**config.mk**
```make
export PLATFORM = sky130hd
export DESIGN_NAME = lcd_peak_writer_flat
export DESIGN_NICKNAME = d
export VERILOG_FILES = /design/src/rtl/lcd_peak_writer_if.sv /design/src/rtl/lcd_peak_writer.sv /design/src/flat_wrapper.sv
export SDC_FILE = /design/constraint.sdc
export NUM_CORES = 1
export LEC_CHECK = 0
export BUFFER_PORTS_ARGS = -buffer_cell sky130_fd_sc_hd__buf_2
export CORE_ASPECT_RATIO = 1.5
export CORE_UTILIZATION = 47
export DETAILED_ROUTE_END_ITERATION = 10
export HOLD_SLACK_MARGIN = 0.1
export PLACE_DENSITY = 0.64
export SETUP_SLACK_MARGIN = 0.05
export SLEW_MARGIN = 20
export SYNTH_ARGS = -nofsm -noshare
export SYNTH_HDL_FRONTEND = slang
export SYNTH_SLANG_ARGS = --single-unit
```
**constraint.sdc**
```tcl
create_clock -name clk -period 4.9 [get_ports clk]
set_clock_uncertainty 0.1 [all_clocks]
set_input_delay 0.245 -clock clk [delete_from_list [all_inputs] [get_ports clk]]
set_output_delay 0.245 -clock clk [all_outputs]
set_load 0.02 [all_outputs]
```
**src/rtl/lcd_peak_writer_if.sv**
```systemverilog
// lcd_peak_writer_if
//   Avalon-MM write path between lcd_peak_writer (master) and the character
//   LCD controller slave.
//   address     : 0 = instruction register, 1 = data register
//   chipselect  : slave select
//   write       : write strobe
//   read        : read strobe (never asserted by this master)
//   writedata   : command or ASCII byte
//   waitrequest : slave stall, holds the current transfer while high
interface lcd_peak_writer_if;
    logic       address;
    logic       chipselect;
    logic       write;
    logic       read;
    logic [7:0] writedata;
    logic       waitrequest;

    modport master (
        output address, chipselect, write, read, writedata,
        input  waitrequest
    );

    modport slave (
        input  address, chipselect, write, read, writedata,
        output waitrequest
    );
endinterface

```
**src/rtl/lcd_peak_writer.sv**
```systemverilog
// lcd_peak_writer
//   Turns the FFT peak bin into a " ddddd Hz" readout on the character LCD.
//   Each peak_valid strobe is captured in a one-deep pending register; when
//   idle the bin is scaled to Hz, converted to decimal (double-dabble) and
//   sent as a cursor-set command followed by eight character writes.
//   clk         : system clock
//   reset       : asynchronous, active-high reset
//   peak_k      : peak bin index, valid with peak_valid
//   peak_valid  : single-cycle strobe, newest value wins
//   lcd         : Avalon-MM master port towards the LCD controller
//   busy        : high whenever the sequencer is not idle
//   update_done : one-cycle pulse after the last byte is accepted
module lcd_peak_writer #(
    parameter int unsigned HZ_PER_BIN_Q8  = 12000,
    parameter logic [6:0]  LCD_COL        = 7'h40,
    parameter int unsigned HOLDOFF_CYCLES = 5_000_000
) (
    input  logic              clk,
    input  logic              reset,
    input  logic [9:0]        peak_k,
    input  logic              peak_valid,
    lcd_peak_writer_if.master lcd,
    output logic              busy,
    output logic              update_done
);

    typedef enum logic [2:0] {
        S_IDLE,
        S_SCALE,
        S_BCD,
        S_XFER,
        S_GAP,
        S_HOLD
    } state_t;

    state_t      state_q, state_d;
    logic [9:0]  pend_k_q, pend_k_d;
    logic        pend_v_q, pend_v_d;
    logic [9:0]  k_q, k_d;
    logic [15:0] bin_q, bin_d;
    logic [19:0] bcd_q, bcd_d;
    logic [3:0]  bit_cnt_q, bit_cnt_d;
    logic [3:0]  idx_q, idx_d;
    logic [31:0] hold_q, hold_d;
    logic        addr_q, addr_d;
    logic        cs_q, cs_d;
    logic        wr_q, wr_d;
    logic [7:0]  wdata_q, wdata_d;
    logic        busy_q, busy_d;
    logic        done_q, done_d;

    logic [41:0] prod;
    logic [33:0] hz_wide;
    logic [15:0] hz_sat;
    logic [19:0] adj;
    logic        consume;
    logic        drive;

    // Byte presented for a given sequence index; leading zeros of d4..d1
    // are shown as spaces, d0 always prints.
    function automatic logic [7:0] lcd_byte(input logic [3:0] idx, input logic [19:0] bcd);
        logic b4, b3, b2, b1;
        b4 = (bcd[19:16] == 4'd0);
        b3 = b4 && (bcd[15:12] == 4'd0);
        b2 = b3 && (bcd[11:8] == 4'd0);
        b1 = b2 && (bcd[7:4] == 4'd0);
        case (idx)
            4'd0:    lcd_byte = 8'h80 | {1'b0, LCD_COL};
            4'd1:    lcd_byte = b4 ? 8'h20 : {4'h3, bcd[19:16]};
            4'd2:    lcd_byte = b3 ? 8'h20 : {4'h3, bcd[15:12]};
            4'd3:    lcd_byte = b2 ? 8'h20 : {4'h3, bcd[11:8]};
            4'd4:    lcd_byte = b1 ? 8'h20 : {4'h3, bcd[7:4]};
            4'd5:    lcd_byte = {4'h3, bcd[3:0]};
            4'd6:    lcd_byte = 8'h20;
            4'd7:    lcd_byte = 8'h48;
            4'd8:    lcd_byte = 8'h7A;
            default: lcd_byte = 8'h20;
        endcase
    endfunction

    // Bin to Hz: truncating Q8 scale, saturated to 16 bits.
    always_comb begin
        prod    = 42'(k_q) * 42'(HZ_PER_BIN_Q8);
        hz_wide = 34'(prod >> 8);
        hz_sat  = (|hz_wide[33:16]) ? 16'hFFFF : hz_wide[15:0];
    end

    // Double-dabble correction: add 3 to every digit of 5 or more before shifting.
    always_comb begin
        adj = bcd_q;
        for (int unsigned i = 0; i < 5; i++) begin
            if (bcd_q[4*i +: 4] >= 4'd5) begin
                adj[4*i +: 4] = bcd_q[4*i +: 4] + 4'd3;
            end
        end
    end

    always_comb begin
        state_d   = state_q;
        k_d       = k_q;
        bin_d     = bin_q;
        bcd_d     = bcd_q;
        bit_cnt_d = bit_cnt_q;
        idx_d     = idx_q;
        hold_d    = hold_q;
        consume   = 1'b0;
        drive     = 1'b0;
        done_d    = 1'b0;
        addr_d    = 1'b0;
        cs_d      = 1'b0;
        wr_d      = 1'b0;
        wdata_d   = 8'h00;

        case (state_q)
            S_IDLE: begin
                if (pend_v_q) begin
                    k_d     = pend_k_q;
                    consume = 1'b1;
                    state_d = S_SCALE;
                end
            end
            S_SCALE: begin
                bin_d     = hz_sat;
                bcd_d     = '0;
                bit_cnt_d = '0;
                state_d   = S_BCD;
            end
            S_BCD: begin
                {bcd_d, bin_d} = {adj, bin_q} << 1;
                bit_cnt_d      = bit_cnt_q + 4'd1;
                if (bit_cnt_q == 4'd15) begin
                    idx_d   = '0;
                    drive   = 1'b1;
                    state_d = S_XFER;
                end
            end
            S_XFER: begin
                if (lcd.waitrequest) begin
                    drive = 1'b1;
                end else if (idx_q == 4'd8) begin
                    done_d  = 1'b1;
                    hold_d  = '0;
                    state_d = S_HOLD;
                end else begin
                    idx_d   = idx_q + 4'd1;
                    state_d = S_GAP;
                end
            end
            S_GAP: begin
                drive   = 1'b1;
                state_d = S_XFER;
            end
            S_HOLD: begin
                if ((hold_q + 32'd1) >= HOLDOFF_CYCLES) begin
                    state_d = S_IDLE;
                end else begin
                    hold_d = hold_q + 32'd1;
                end
            end
            default: state_d = S_IDLE;
        endcase

        // Outputs are registered, so they are derived from the next state:
        // the bus request appears in the first XFER cycle and stays put
        // while the slave stalls.
        if (drive) begin
            cs_d    = 1'b1;
            wr_d    = 1'b1;
            addr_d  = (idx_d != 4'd0);
            wdata_d = lcd_byte(idx_d, bcd_d);
        end

        busy_d = (state_d != S_IDLE);

        // A new strobe always wins over a consume on the same edge.
        pend_k_d = peak_valid ? peak_k : pend_k_q;
        if (peak_valid) begin
            pend_v_d = 1'b1;
        end else if (consume) begin
            pend_v_d = 1'b0;
        end else begin
            pend_v_d = pend_v_q;
        end
    end

    always_ff @(posedge clk or posedge reset) begin
        if (reset) begin
            state_q   <= S_IDLE;
            pend_k_q  <= '0;
            pend_v_q  <= 1'b0;
            k_q       <= '0;
            bin_q     <= '0;
            bcd_q     <= '0;
            bit_cnt_q <= '0;
            idx_q     <= '0;
            hold_q    <= '0;
            addr_q    <= 1'b0;
            cs_q      <= 1'b0;
            wr_q      <= 1'b0;
            wdata_q   <= 8'h00;
            busy_q    <= 1'b0;
            done_q    <= 1'b0;
        end else begin
            state_q   <= state_d;
            pend_k_q  <= pend_k_d;
            pend_v_q  <= pend_v_d;
            k_q       <= k_d;
            bin_q     <= bin_d;
            bcd_q     <= bcd_d;
            bit_cnt_q <= bit_cnt_d;
            idx_q     <= idx_d;
            hold_q    <= hold_d;
            addr_q    <= addr_d;
            cs_q      <= cs_d;
            wr_q      <= wr_d;
            wdata_q   <= wdata_d;
            busy_q    <= busy_d;
            done_q    <= done_d;
        end
    end

    assign lcd.address    = addr_q;
    assign lcd.chipselect = cs_q;
    assign lcd.write      = wr_q;
    assign lcd.read       = 1'b0;
    assign lcd.writedata  = wdata_q;
    assign busy           = busy_q;
    assign update_done    = done_q;

endmodule

```
**src/flat_wrapper.sv**
```systemverilog
// flat-port wrapper written by rule: the top's interface ports become plain ports
module lcd_peak_writer_flat 
#(
    parameter int unsigned HZ_PER_BIN_Q8  = 12000,
    parameter logic [6:0]  LCD_COL        = 7'h40,
    parameter int unsigned HOLDOFF_CYCLES = 5_000_000
)
  (clk, reset, peak_k, peak_valid, busy, update_done, lcd_address, lcd_chipselect, lcd_write, lcd_read, lcd_writedata, lcd_waitrequest);
  lcd_peak_writer_if lcd_i ();
  input  logic clk;
  input  logic reset;
  input  logic [9:0] peak_k;
  input  logic peak_valid;
  output logic busy;
  output logic update_done;
  output wire logic [$bits(lcd_i.address)-1:0] lcd_address;
  output wire logic [$bits(lcd_i.chipselect)-1:0] lcd_chipselect;
  output wire logic [$bits(lcd_i.write)-1:0] lcd_write;
  output wire logic [$bits(lcd_i.read)-1:0] lcd_read;
  output wire logic [$bits(lcd_i.writedata)-1:0] lcd_writedata;
  input wire logic [$bits(lcd_i.waitrequest)-1:0] lcd_waitrequest;
  assign lcd_address = lcd_i.address;
  assign lcd_chipselect = lcd_i.chipselect;
  assign lcd_write = lcd_i.write;
  assign lcd_read = lcd_i.read;
  assign lcd_writedata = lcd_i.writedata;
  assign lcd_i.waitrequest = lcd_waitrequest;
  lcd_peak_writer #(.HZ_PER_BIN_Q8(HZ_PER_BIN_Q8), .LCD_COL(LCD_COL), .HOLDOFF_CYCLES(HOLDOFF_CYCLES)) u_core (.clk(clk), .reset(reset), .peak_k(peak_k), .peak_valid(peak_valid), .lcd(lcd_i), .busy(busy), .update_done(update_done));
endmodule
```
## Word level (Yosys, flattened, before mapping)

Index checks and enable logic that the tools add are counted.

| word-level totals | value |
|---|---|
| memory bits (read-only) | 0 |
| memories kept | 0 |
| bits in writable memories | 0 |
| word-level logic and storage cells | 102 |
| bits in latches | 0 |
| register bits after elaboration | 112 |

| operators by class | value |
|---|---|
| bitwise logic cells | 0 |
| reductions and logical operators | 16 |
| $lt $le $gt $ge | 6 |
| divide/modulo/power cells | 0 |
| shifts and indexed selects | 0 |
| multiply operators | 1 |
| equality and inequality tests | 17 |
| muxes and demuxes | 40 |
| add/sub/neg operators | 8 |

Operators by type and width:

| kind | count |
|---|---|
| $mux W32 | 3 |
| $pmux W32 S2 | 1 |
| $pmux W8 S8 | 1 |
| $pmux W20 S2 | 1 |
| $add A32 B1 Y32 const B | 1 |
| $ge A32 B23 Y1 const B | 1 |
| $pmux W16 S2 | 1 |
| $mux W4 | 7 |
| $ge A4 B3 Y1 const B | 5 |
| $logic_not A4 Y1 | 5 |
| $mux W5 | 4 |
| $mul A10 B9 Y19 const B | 1 |
| $pmux W3 S6 | 1 |
| $add A4 B2 Y4 const B | 4 |
| $pmux W4 S2 | 2 |
| $mux W3 | 5 |
| $eq A4 B3 Y1 const B | 3 |
| $eq A4 B4 Y1 const B | 3 |
| $mux W1 | 12 |
| $add A4 B1 Y4 const B | 2 |
| $eq A4 B2 Y1 const B | 2 |
| $mux W8 | 1 |
| $eq A3 B2 Y1 const B | 2 |
| $eq A3 B3 Y1 const B | 2 |
| 13 further kinds | 18 |

## Logic depth before layout (Yosys ltp)

Gate-level depths: netlist of run 1.

| depth | value |
|---|---|
| depth after elaboration | 10 |
| depth in mapped cells | 16 |
| depth with buffers taken out | 16 |

## Worst setup path after synthesis of run 1

Ideal clock, no wire load.

| timing path | value |
|---|---|
| path kind | register to register |
| from | reg u_core.k_q[7] |
| to | reg u_core.bin_q[14] |
| setup time | 0.086 ns |
| setup slack | 0.325 ns |
| buffers on the path | 0 |
| clock period less this slack | 4.575 ns |
| stages on the path, launching flop included | 17 |
| arrival time | 4.389 ns |
| cells stage by stage | dfrtp_1 > fa_1 > inv_1 > fa_1 > inv_1 > fa_1 > inv_1 > fa_1 > inv_1 > ha_1 > or2_2 > a21oi_1 > nor3_1 > o32a_1 > and2_1 > o2111a_1 > nor3_1 |

| on the way | value |
|---|---|
| longest elaborated chain between the ends | 2 |

RTL lines:

| item | line | RTL |
|---|---|---|
| start, declared | lcd_peak_writer.sv:39 | `logic [9:0] k_q, k_d;` |
| start signal, assigned | lcd_peak_writer.sv:207 | `k_q <= k_d;` |
| $mul A10 B9 Y19 | lcd_peak_writer.sv:83 | `prod = 42'(k_q) * 42'(HZ_PER_BIN_Q8);` |
| $pmux W16 S2 | lcd_peak_writer.sv:114 | `case (state_q)` |
| end signal, assigned | lcd_peak_writer.sv:208 | `bin_q <= bin_d;` |
| end, declared | lcd_peak_writer.sv:40 | `logic [15:0] bin_q, bin_d;` |

Every way passes these cells.
A chain may end at the register's enable or synchronous reset.

## Final worst setup path of run 1

| timing path | value |
|---|---|
| from | reg u_core.k_q[6] |
| to | reg u_core.bin_q[14] |

Same word-level chain as after synthesis.

==> impl_metrics.json, run 1 <==
{
  "status": "finished with violations",
  "violations": "design-rule violations",
  "crit_path_top_delay_cell": "fa_1",
  "yosysWarnings": 0,
  "slew-limit-headroom": 0.392,
  "fin_cells": 1147,
  "io_buffers": 26,
  "crit_fanout": 8,
  "rsz0062_at_grt": "true",
  "dieWidth_um": 111,
  "finalCritPeriodShare": 0.942,
  "hpwl_um": 13800,
  "ys_seq_area_frac": 0.334,
  "layout_commonest_cell": "dfrtp_1",
  "cpPeakStageDelay_ns": 0.58,
  "avgSynthCellArea_sq_um": 9.23,
  "post_drt_via_cell_ratio": 5.74,
  "routabilityCongestion": 0.837,
  "grtUsageMet2": 0.401,
  "drt_first_pass_iters": 7,
  "dieArea_sq_um": 18400,
  "root_buffer": "clkbuf_16",
  "drt_iter0_markers": 335,
  "cts_htree_levels": 3,
  "clock-sinks": 112,
  "ios": 28,
  "cts_tree": "yes",
  "post-route-min-period_ns": 4.62,
  "core_sq_um": 17400,
  "endpoint_kind": "flop",
  "synth_flop_cell": "dfrtp_1",
  "slew_viol_final": 0,
  "diodes": 0,
  "setup_viol": 0,
  "met3_usage": 0.0285,
  "wl_per_cell_um": 16.2,
  "drt-total-wl_um": 18500,
  "fin_setup_tns_ns": 0,
  "vias": 6589,
  "clk_pin_slew_ns": 0.08,
  "start_kind": "flop",
  "numCtsBuffers": 9,
  "crit_required_ns": 5.07,
  "area_delta_synth_final_pct": 8.44,
  "antenna_found_initial": 0,
  "cp_cell_sequence": "fa_1 > inv_1 > fa_1 > inv_1 > fa_1 > inv_1 > fa_1 > inv_1 > ha_1 > or2_2 > a21oi_1 > nor3_1 > o32a_1 > and2_1 > o2111a_1 > nor3_1",
  "grt_pass1_wl_um": 32600,
  "clock_path_buffers": 2,
  "max_freq_mhz": 217,
  "synth_nets": 1025,
  "placedCellCount": 1120,
  "clk_latency_ns": 0.36,
  "grt-busiest-layer": "met2",
  "row_count": 59,
  "drive_gt1_frac": 0.106,
  "cts_setup_buffers": 0,
  "synth_edf_count": 0,
  "ant_nets": 0,
  "drc": 2,
  "synthArstFlopShare": 1.00,
  "finalHoldViolations": 0,
  "hold_class": "in -> reg",
  "gr-total-overflow": 0,
  "synth_cell_type_count": 80,
  "final_cell_mix": "111 x dfrtp_1, 110 x inv_1, 93 x nand2_1",
  "grt_max_degree": 68,
  "synth-seq-cells": 112,
  "grtUsageMet1": 0.252,
  "chipHeight_um": 166,
  "start_util": 0.482,
  "nNetsFinal": 1045,
  "drv_cap": 0,
  "path_class": "reg -> reg",
  "grt_usage": 0.217,
  "syn-cell-area_sq_um": 8390,
  "syn_inst": 909,
  "arrival_ns": 4.79,
  "grt_pass1_vias": 6797,
  "worst_pin_slew_ns": 0.908
}
## metrics by stage
step | worst slack [ns] | hold WS, ns | utilization | area, sq um
2_1_floorplan | 0.325 | 0.297 | - | 8390
3_3_place_gp | 0.319 | 0.359 | 0.500 | 8700
3_5_place_dp | 0.273 | 0.372 | 0.500 | 8700
4_1_cts | 0.261 | 0.130 | 0.522 | 9100
5_1_grt | 0.0448 | 0.168 | 0.522 | 9100
6_report | 0.283 | 0.146 | 0.522 | 9100
## logic make-up after synthesis
family,count (synthesis),share of synthesized area
xor+xnor,23,0.0240
other cells,1,0.000447
simple gates,296,0.186
buf+inv,156,0.0750
fa+ha+maj,102,0.186
mux,22,0.0288
flops,112,0.334
compound gates,197,0.165
## path summary, 6_finish.rpt
| kind | startpoint | to | slack (ns) | cells after the start |
|---|---|---|---|---|
| setup / recovery | u_core.k_q[6]$_DFFE_PP0P_ | u_core.bin_q[14]$_DFFE_PP0N_ | 0.28 | 16 |
| hold / removal | lcd_waitrequest | u_core.state_q[1]$_DFF_PP0_ | 0.15 | 2 |
| setup reg to reg | u_core.k_q[6]$_DFFE_PP0P_ | u_core.bin_q[14]$_DFFE_PP0N_ | 0.28 | 16 |
| hold reg to reg | u_core.pend_k_q[2]$_DFFE_PP0P_ | u_core.k_q[2]$_DFFE_PP0P_ | 0.38 | 2 |
| max in group asynchronous | reset | u_core.bcd_q[11]$_DFF_PP0_ | 3.09 | 4 |
| min in group asynchronous | reset | u_core.hold_q[6]$_DFFE_PP0P_ | 0.51 | 3 |
## sequential cells by signal, summed over array words and instances, names as in the netlist
register / count
u_core.hold_q: 32
u_core.bcd_q: 20
u_core.bin_q: 16
u_core.k_q: 10
u_core.pend_k_q: 10
u_core.lcd.writedata: 8
u_core.bit_cnt_q: 4
u_core.idx_q: 4
u_core.state_q: 3
u_core.busy: 1
u_core.lcd.address: 1
u_core.lcd.chipselect: 1
u_core.pend_v_q: 1
u_core.update_done: 1
## Yosys cell counts, types with 4 or more instances
master / n / area share
nand2b_1: 8 / 0.0060
nand3b_1: 5 / 0.0045
nand2_1: 93 / 0.042
and3_1: 18 / 0.013
o31ai_1: 12 / 0.011
a21oi_1: 29 / 0.017
nor4_1: 7 / 0.0052
a211oi_1: 5 / 0.0045
o21ai_0: 39 / 0.023
or3_1: 4 / 0.0030
a32oi_1: 15 / 0.016
a21o_1: 5 / 0.0045
a31oi_1: 14 / 0.010
mux2i_1: 5 / 0.0060
mux2_2: 17 / 0.023
xnor2_1: 16 / 0.017
inv_1: 111 / 0.050
buf_2: 11 / 0.0066
o22ai_1: 8 / 0.0060
nor2_1: 44 / 0.020
nor3_1: 25 / 0.015
or4_1: 5 / 0.0045
nand4_1: 10 / 0.0075
buf_1: 5 / 0.0022
fa_1: 38 / 0.091
xor2_1: 7 / 0.0073
nor2b_1: 4 / 0.0030
o32ai_1: 5 / 0.0052
o211ai_1: 4 / 0.0036
a22o_1: 4 / 0.0042
and2_1: 6 / 0.0045
dfrtp_1: 112 / 0.33
a22oi_1: 13 / 0.012
nor3_2: 6 / 0.0072
buf_4: 4 / 0.0036
ha_1: 64 / 0.095
and4_1: 5 / 0.0052
nand3_1: 36 / 0.021
clkbuf_1: 22 / 0.0098
## timing repair
| item | 4_1_cts | 5_1_grt |
|---|---|---|
| gates resized for setup | 0 | 1 |
| setup endpoints to repair | 0 | 2 |
| hold buffers | 11 | 0 |
| hold endpoints to repair | 76 | 0 |
## metal layers
metal / wire (um) / part of all wire
met1: 7850 / 0.42
met3: 420 / 0.023
met5: 0 / 0
met4: 439 / 0.024
met2: 9830 / 0.53
## final cells by class
| type | instances | area [sq um] |
|---|---|---|
| clock inverter | 2 | 12.5 |
| fill | 1628 | 8320 |
| tap | 213 | 267 |
| multi-input combinational | 641 | 4960 |
| sequential | 112 | 2800 |
| clock buffer | 14 | 274 |
| timing repair buffer | 53 | 360 |
| inverter | 112 | 423 |
## worst max-delay path, delay by kind of cell (launching register included)
kind | cells | cell delay, ns
AND/OR/NAND/NOR | 4 | 0.72
adder cells (fa/ha/maj) | 5 | 2.21
flip-flops | 1 | 0.52
AO/OA/AOI/OAI | 3 | 0.77
buffers and inverters | 4 | 0.21
Power of run 1 is not shown: default switching activity piles up to over one toggle a cycle in this logic, so the estimate is an artifact.
==> run 2: changes to the inputs <==
--- a/config.mk
+++ b/config.mk
@@ -5,6 +5,7 @@
 export SDC_FILE = /design/constraint.sdc
 export NUM_CORES = 1
 export LEC_CHECK = 0
+export ABC_AREA = 1
 export BUFFER_PORTS_ARGS = -buffer_cell sky130_fd_sc_hd__buf_2
 export CORE_ASPECT_RATIO = 1.5
 export CORE_UTILIZATION = 47
==> impl_metrics.json, run 2 <==
{
  "synth_nets": 1276,
  "ios": 28,
  "yosysMostFrequentCell": "nand2_1",
  "path_class": "reg -> reg",
  "crit_fanout": 8,
  "cp_common_cell": "fa_1",
  "crit_path_top_delay_cell": "fa_1",
  "drv_cap": 0,
  "synth_edf_count": 0,
  "endpoint_kind": "flop",
  "slew-limit-headroom": 0.450,
  "arrival_ns": 4.57,
  "area_delta_synth_final_pct": 8.51,
  "avgSynthCellArea_sq_um": 7.45,
  "drt_first_pass_iters": 5,
  "cp_cell_sequence": "fa_1 > inv_1 > fa_1 > fa_1 > fa_1 > inv_1 > ha_1 > nand2_1 > nand2_1 > a31oi_1 > o21ai_1 > nand3_1 > nand2_1 > or2_2 > nand3_1 > o221ai_1",
  "ant_nets": 0,
  "post-route-min-period_ns": 4.44,
  "drc": 0,
  "synth-seq-cells": 112,
  "clk_pin_slew_ns": 0.08,
  "top_regs": "u_core.hold_q (32), u_core.bcd_q (20), u_core.bin_q (16)",
  "ys_seq_area_frac": 0.324,
  "crit_end": "u_core.bin_q[15]$_DFFE_PP0N_",
  "routabilityCongestion": 0.881,
  "io_buffers": 26,
  "numCtsBuffers": 9,
  "hpwl_um": 14700,
  "chipHeight_um": 168,
  "crit_required_ns": 5.02,
  "cts_htree_levels": 3,
  "largest_register": "u_core.hold_q",
  "layout_commonest_cell": "nand2_1",
  "drt-total-wl_um": 19100,
  "yosysTopAreaCell": "dfrtp_1",
  "largest_reg_flops": 32,
  "syn-cell-area_sq_um": 8640,
  "r2r_cells": 16,
  "worst_pin_slew_ns": 0.823,
  "reg2reg_to": "u_core.bin_q[15]$_DFFE_PP0N_",
  "fill_cells": 1796,
  "diodes": 0,
  "start_util": 0.482,
  "synth_common_cells": "278 x nand2_1, 204 x inv_1, 124 x nor2_1",
  "start_kind": "flop",
  "dieWidth_um": 113,
  "post_drt_via_cell_ratio": 5.14,
  "cts_tree": "yes",
  "status": "finished clean",
  "rsz0062_at_grt": "false",
  "grt_usage": 0.223,
  "fin_setup_tns_ns": 0,
  "slew_viol_final": 0,
  "drive_gt1_frac": 0.0821,
  "startpoint": "u_core.k_q[5]$_DFFE_PP0P_",
  "synth_flop_cell": "dfrtp_1",
  "reg2reg_from": "u_core.k_q[5]$_DFFE_PP0P_",
  "row_count": 60,
  "final_cell_mix": "278 x nand2_1, 203 x inv_1, 123 x nor2_1",
  "max_freq_mhz": 225,
  "grt_pass1_wl_um": 33800,
  "clk_latency_ns": 0.36,
  "r2r_slack_ns": 0.46,
  "antenna_found_initial": 0,
  "syn_inst": 1160,
  "root_buffer": "clkbuf_16",
  "wl_per_cell_um": 13.5,
  "drt_iter0_markers": 342,
  "cpPeakStageDelay_ns": 0.60,
  "grt_max_degree": 80,
  "dieArea_sq_um": 18900,
  "finalHoldViolations": 0,
  "cts_setup_buffers": 0,
  "grt_pass1_vias": 7323,
  "core_sq_um": 17900,
  "gr-total-overflow": 0,
  "setup_viol": 0,
  "clock-sinks": 112,
  "hold_class": "in -> reg",
  "synth_cell_type_count": 45,
  "nNetsFinal": 1305,
  "clock_path_buffers": 2,
  "synthArstFlopShare": 1.00,
  "yosysWarnings": 0,
  "yosys-top-cells-area": "dfrtp_1 32%, nand2_1 12%, ha_1 9.3%, inv_1 8.9%, fa_1 8.8%",
  "finalCritPeriodShare": 0.907,
  "vias": 7248,
  "yosysTopAreaCellShare": 0.324
}
==> run 2: kinds of logic after synthesis <==
group	count (synthesis)	share of synthesized area
buffers and inverters	231	0.106
adders and majority gates	102	0.181
AOI/OAI and AO/OA	148	0.0939
other	1	0.000434
and+or+nand+nor	547	0.276
DFF	112	0.324
xor gates and xnor gates	19	0.0193
==> run 2: layout make-up <==
cell class	count	area (sq um)	area share
clock buffer	10	239	0.0255
timing repair buffer	42	298	0.0317
inverter	207	779	0.0831
clock inverter	6	60.1	0.00640
sequential	112	2800	0.299
multi-input combinational	817	4930	0.526
tap	217	272	0.0289
==> run 2: critical path: cells and delay by family (launching register included) <==
family                     cells  cell delay (ns)
buffers and inverters          2             0.10
DFF                            1             0.51
AOI/OAI and AO/OA              3             0.52
and+or+nand+nor                6             0.62
adders and majority gates      5             2.43
==> run 2: through the flow <==
step	hold WS (ns)	worst slack, ns	std cells	util	cell area, sq um
final	0.171	0.458	1411	0.523	9380
after global routing	0.188	0.0862	1411	0.523	9380
after CTS	0.161	0.258	1410	0.521	9350
after detailed placement	0.355	0.258	1383	0.498	8940
after global placement	0.354	0.351	1383	0.498	8940
after floorplan	0.252	0.689	1160	-	8640
==> run 2: routing by layer <==
layer | GRT usage | share of wire
met5 | 0 | 0
met4 | 0.0951 | 0.029
met1 | 0.251 | 0.41
met2 | 0.424 | 0.54
met3 | 0.0173 | 0.021
==> run 2: how the worst min path moves through the flow <==
stage	start	endpoint	slack, ns	depth (start not counted)
2_1_floorplan	peak_valid	u_core.pend_k_q[6]$_DFFE_PP0P_	0.25	1
3_3_place_gp	peak_k[5]	u_core.pend_k_q[5]$_DFFE_PP0P_	0.35	3
3_5_place_dp	peak_k[5]	u_core.pend_k_q[5]$_DFFE_PP0P_	0.36	3
4_1_cts	peak_valid	u_core.pend_k_q[2]$_DFFE_PP0P_	0.16	3
5_1_grt	peak_valid	u_core.pend_k_q[4]$_DFFE_PP0P_	0.19	3
6_report	peak_valid	u_core.pend_k_q[9]$_DFFE_PP0P_	0.17	3
==> run 2: timing repair <==
item	4_1_cts	5_1_grt
endpoints found under the hold margin	88	0
hold buffers	11	0
resized for setup	0	2
endpoints found under the setup margin	0	2
Power of run 2 is left out for the same reason.
==> run 3: changes to the inputs <==
--- a/config.mk
+++ b/config.mk
@@ -11,7 +11,7 @@
 export CORE_UTILIZATION = 47
 export DETAILED_ROUTE_END_ITERATION = 10
 export HOLD_SLACK_MARGIN = 0.1
-export PLACE_DENSITY = 0.64
+export PLACE_DENSITY = 0.65
 export SETUP_SLACK_MARGIN = 0.05
 export SLEW_MARGIN = 20
 export SYNTH_ARGS = -nofsm -noshare
==> impl_metrics.json, run 3 (same netlist as run 2, synthesis figures left out) <==
{
  "arrival_ns": 4.60,
  "layout_commonest_cell": "nand2_1",
  "path_class": "reg -> reg",
  "cpPeakStageDelay_ns": 0.59,
  "cts_setup_buffers": 0,
  "diodes": 0,
  "clk_pin_slew_ns": 0.08,
  "ant_nets": 0,
  "clock_path_buffers": 2,
  "post_drt_via_cell_ratio": 5.17,
  "drt_iter0_markers": 310,
  "nNetsFinal": 1303,
  "cts_tree": "yes",
  "rsz0062_at_grt": "false",
  "top_regs": "u_core.hold_q (32), u_core.bcd_q (20), u_core.bin_q (16)",
  "crit_required_ns": 5.03,
  "drt_first_pass_iters": 5,
  "status": "finished clean",
  "slew-limit-headroom": 0.427,
  "core_sq_um": 17900,
  "start_util": 0.482,
  "numCtsBuffers": 9,
  "vias": 7276,
  "start_kind": "flop",
  "chipHeight_um": 168,
  "reg2reg_to": "u_core.bin_q[15]$_DFFE_PP0N_",
  "r2r_cells": 16,
  "ios": 28,
  "io_buffers": 26,
  "hold_depth": 3,
  "gr-total-overflow": 0,
  "area_delta_synth_final_pct": 8.37,
  "post-route-min-period_ns": 4.48,
  "crit_path_top_delay_cell": "fa_1",
  "drc": 0,
  "crit_fanout": 8,
  "clk_latency_ns": 0.37,
  "wl_per_cell_um": 13.9,
  "fin_setup_tns_ns": 0,
  "worst_pin_slew_ns": 0.857,
  "crit_buf_inv": 2,
  "hold_class": "in -> reg",
  "hpwl_um": 14900,
  "cp_cell_sequence": "fa_1 > inv_1 > fa_1 > fa_1 > fa_1 > inv_1 > ha_1 > nand2_1 > nand2_1 > a31oi_1 > o21ai_1 > nand3_1 > nand2_1 > or2_2 > nand3_1 > o221ai_1",
  "startpoint": "u_core.k_q[5]$_DFFE_PP0P_",
  "reg2reg_from": "u_core.k_q[5]$_DFFE_PP0P_",
  "grt_max_degree": 78,
  "routabilityCongestion": 0.892,
  "dieWidth_um": 113,
  "cts_htree_levels": 3,
  "max_freq_mhz": 223,
  "grt_pass1_wl_um": 32800,
  "largest_register": "u_core.hold_q",
  "clock-sinks": 112,
  "root_buffer": "clkbuf_16",
  "r2r_slack_ns": 0.42,
  "drv_cap": 0,
  "dieArea_sq_um": 18900,
  "final_cell_mix": "277 x nand2_1, 203 x inv_1, 123 x nor2_1",
  "grt_pass1_vias": 7263,
  "grt_usage": 0.221,
  "row_count": 60,
  "drive_gt1_frac": 0.0806,
  "endpoint_kind": "flop",
  "antenna_found_initial": 1,
  "finalHoldViolations": 0,
  "cp_common_cell": "fa_1",
  "min_to": "u_core.pend_k_q[9]$_DFFE_PP0P_",
  "hp-start": "peak_valid",
  "setup_viol": 0,
  "largest_reg_flops": 32,
  "finalCritPeriodShare": 0.914,
  "slew_viol_final": 0,
  "path_delay_family": "adder cells",
  "drt-total-wl_um": 19600
}
-- run 3: changes by cell type in the layout (fill, tap and decap cells not counted), sizes merged --
cell and change:
inv -1, clkinvlp -1, clkbuf -1, clkinv +1, buf -2, bufinv +1
-- run 3: area by class of cell --
type                            count  area [sq um]
Clock buffer                        9           225
Inverter                          207           782
Multi-Input combinational cell    817          4930
Sequential cell                   112          2800
Clock inverter                      6          91.3
Timing Repair Buffer               40           263
Fill cell                        1774          8570
Tap cell                          217           272
-- run 3: worst reg2reg max path: stages, from the launching register on --
cell      delay (ns)
dfrtp_1         0.51
fa_1            0.59
inv_1           0.06
fa_1            0.52
fa_1            0.44
fa_1            0.54
inv_1           0.04
ha_1            0.34
nand2_1         0.10
nand2_1         0.05
a31oi_1         0.24
o21ai_1         0.20
nand3_1         0.13
nand2_1         0.07
or2_2           0.27
nand3_1         0.07
o221ai_1        0.10
-- run 3: through the flow --
step | util | hold WS, ns | instances | worst slack (ns) | cell area, sq um
after floorplan | - | 0.252 | 1160 | 0.689 | 8640
after detailed placement | 0.498 | 0.358 | 1382 | 0.314 | 8940
after CTS | 0.522 | 0.171 | 1408 | 0.279 | 9360
final | 0.522 | 0.176 | 1408 | 0.422 | 9370
after global routing | 0.522 | 0.186 | 1408 | 0.147 | 9370
after global placement | 0.498 | 0.352 | 1382 | 0.389 | 8940
-- run 3: what timing repair did --
| item | in CTS | in global routing |
|---|---|---|
| hold buffers | 11 | 0 |
| resized for setup | 0 | 1 |
| endpoints found under the setup margin | 0 | 1 |
| hold endpoints to repair | 86 | 0 |
-- run 3: worst max path at each step --
stage / endpoint / slack (ns) / depth (start not counted)
2_1_floorplan: u_core.bin_q[10]$_DFFE_PP0N_ / 0.69 / 18
3_3_place_gp: u_core.bin_q[13]$_DFFE_PP0N_ / 0.39 / 16
3_5_place_dp: u_core.bin_q[13]$_DFFE_PP0N_ / 0.31 / 16
4_1_cts: u_core.bin_q[13]$_DFFE_PP0N_ / 0.28 / 16
5_1_grt: u_core.bin_q[10]$_DFFE_PP0N_ / 0.15 / 18
6_report: u_core.bin_q[15]$_DFFE_PP0N_ / 0.42 / 16
-- run 3: metal layers --
metal | part of all wire | GRT usage | vias to the layer above
li1 | - | - | 3679
met1 | 0.40 | 0.231 | 3424
met2 | 0.53 | 0.421 | 123
met3 | 0.026 | 0.0248 | 48
met4 | 0.043 | 0.128 | 2
met5 | 0.00066 | 0 | -
Power of run 3 is left out for the same reason.
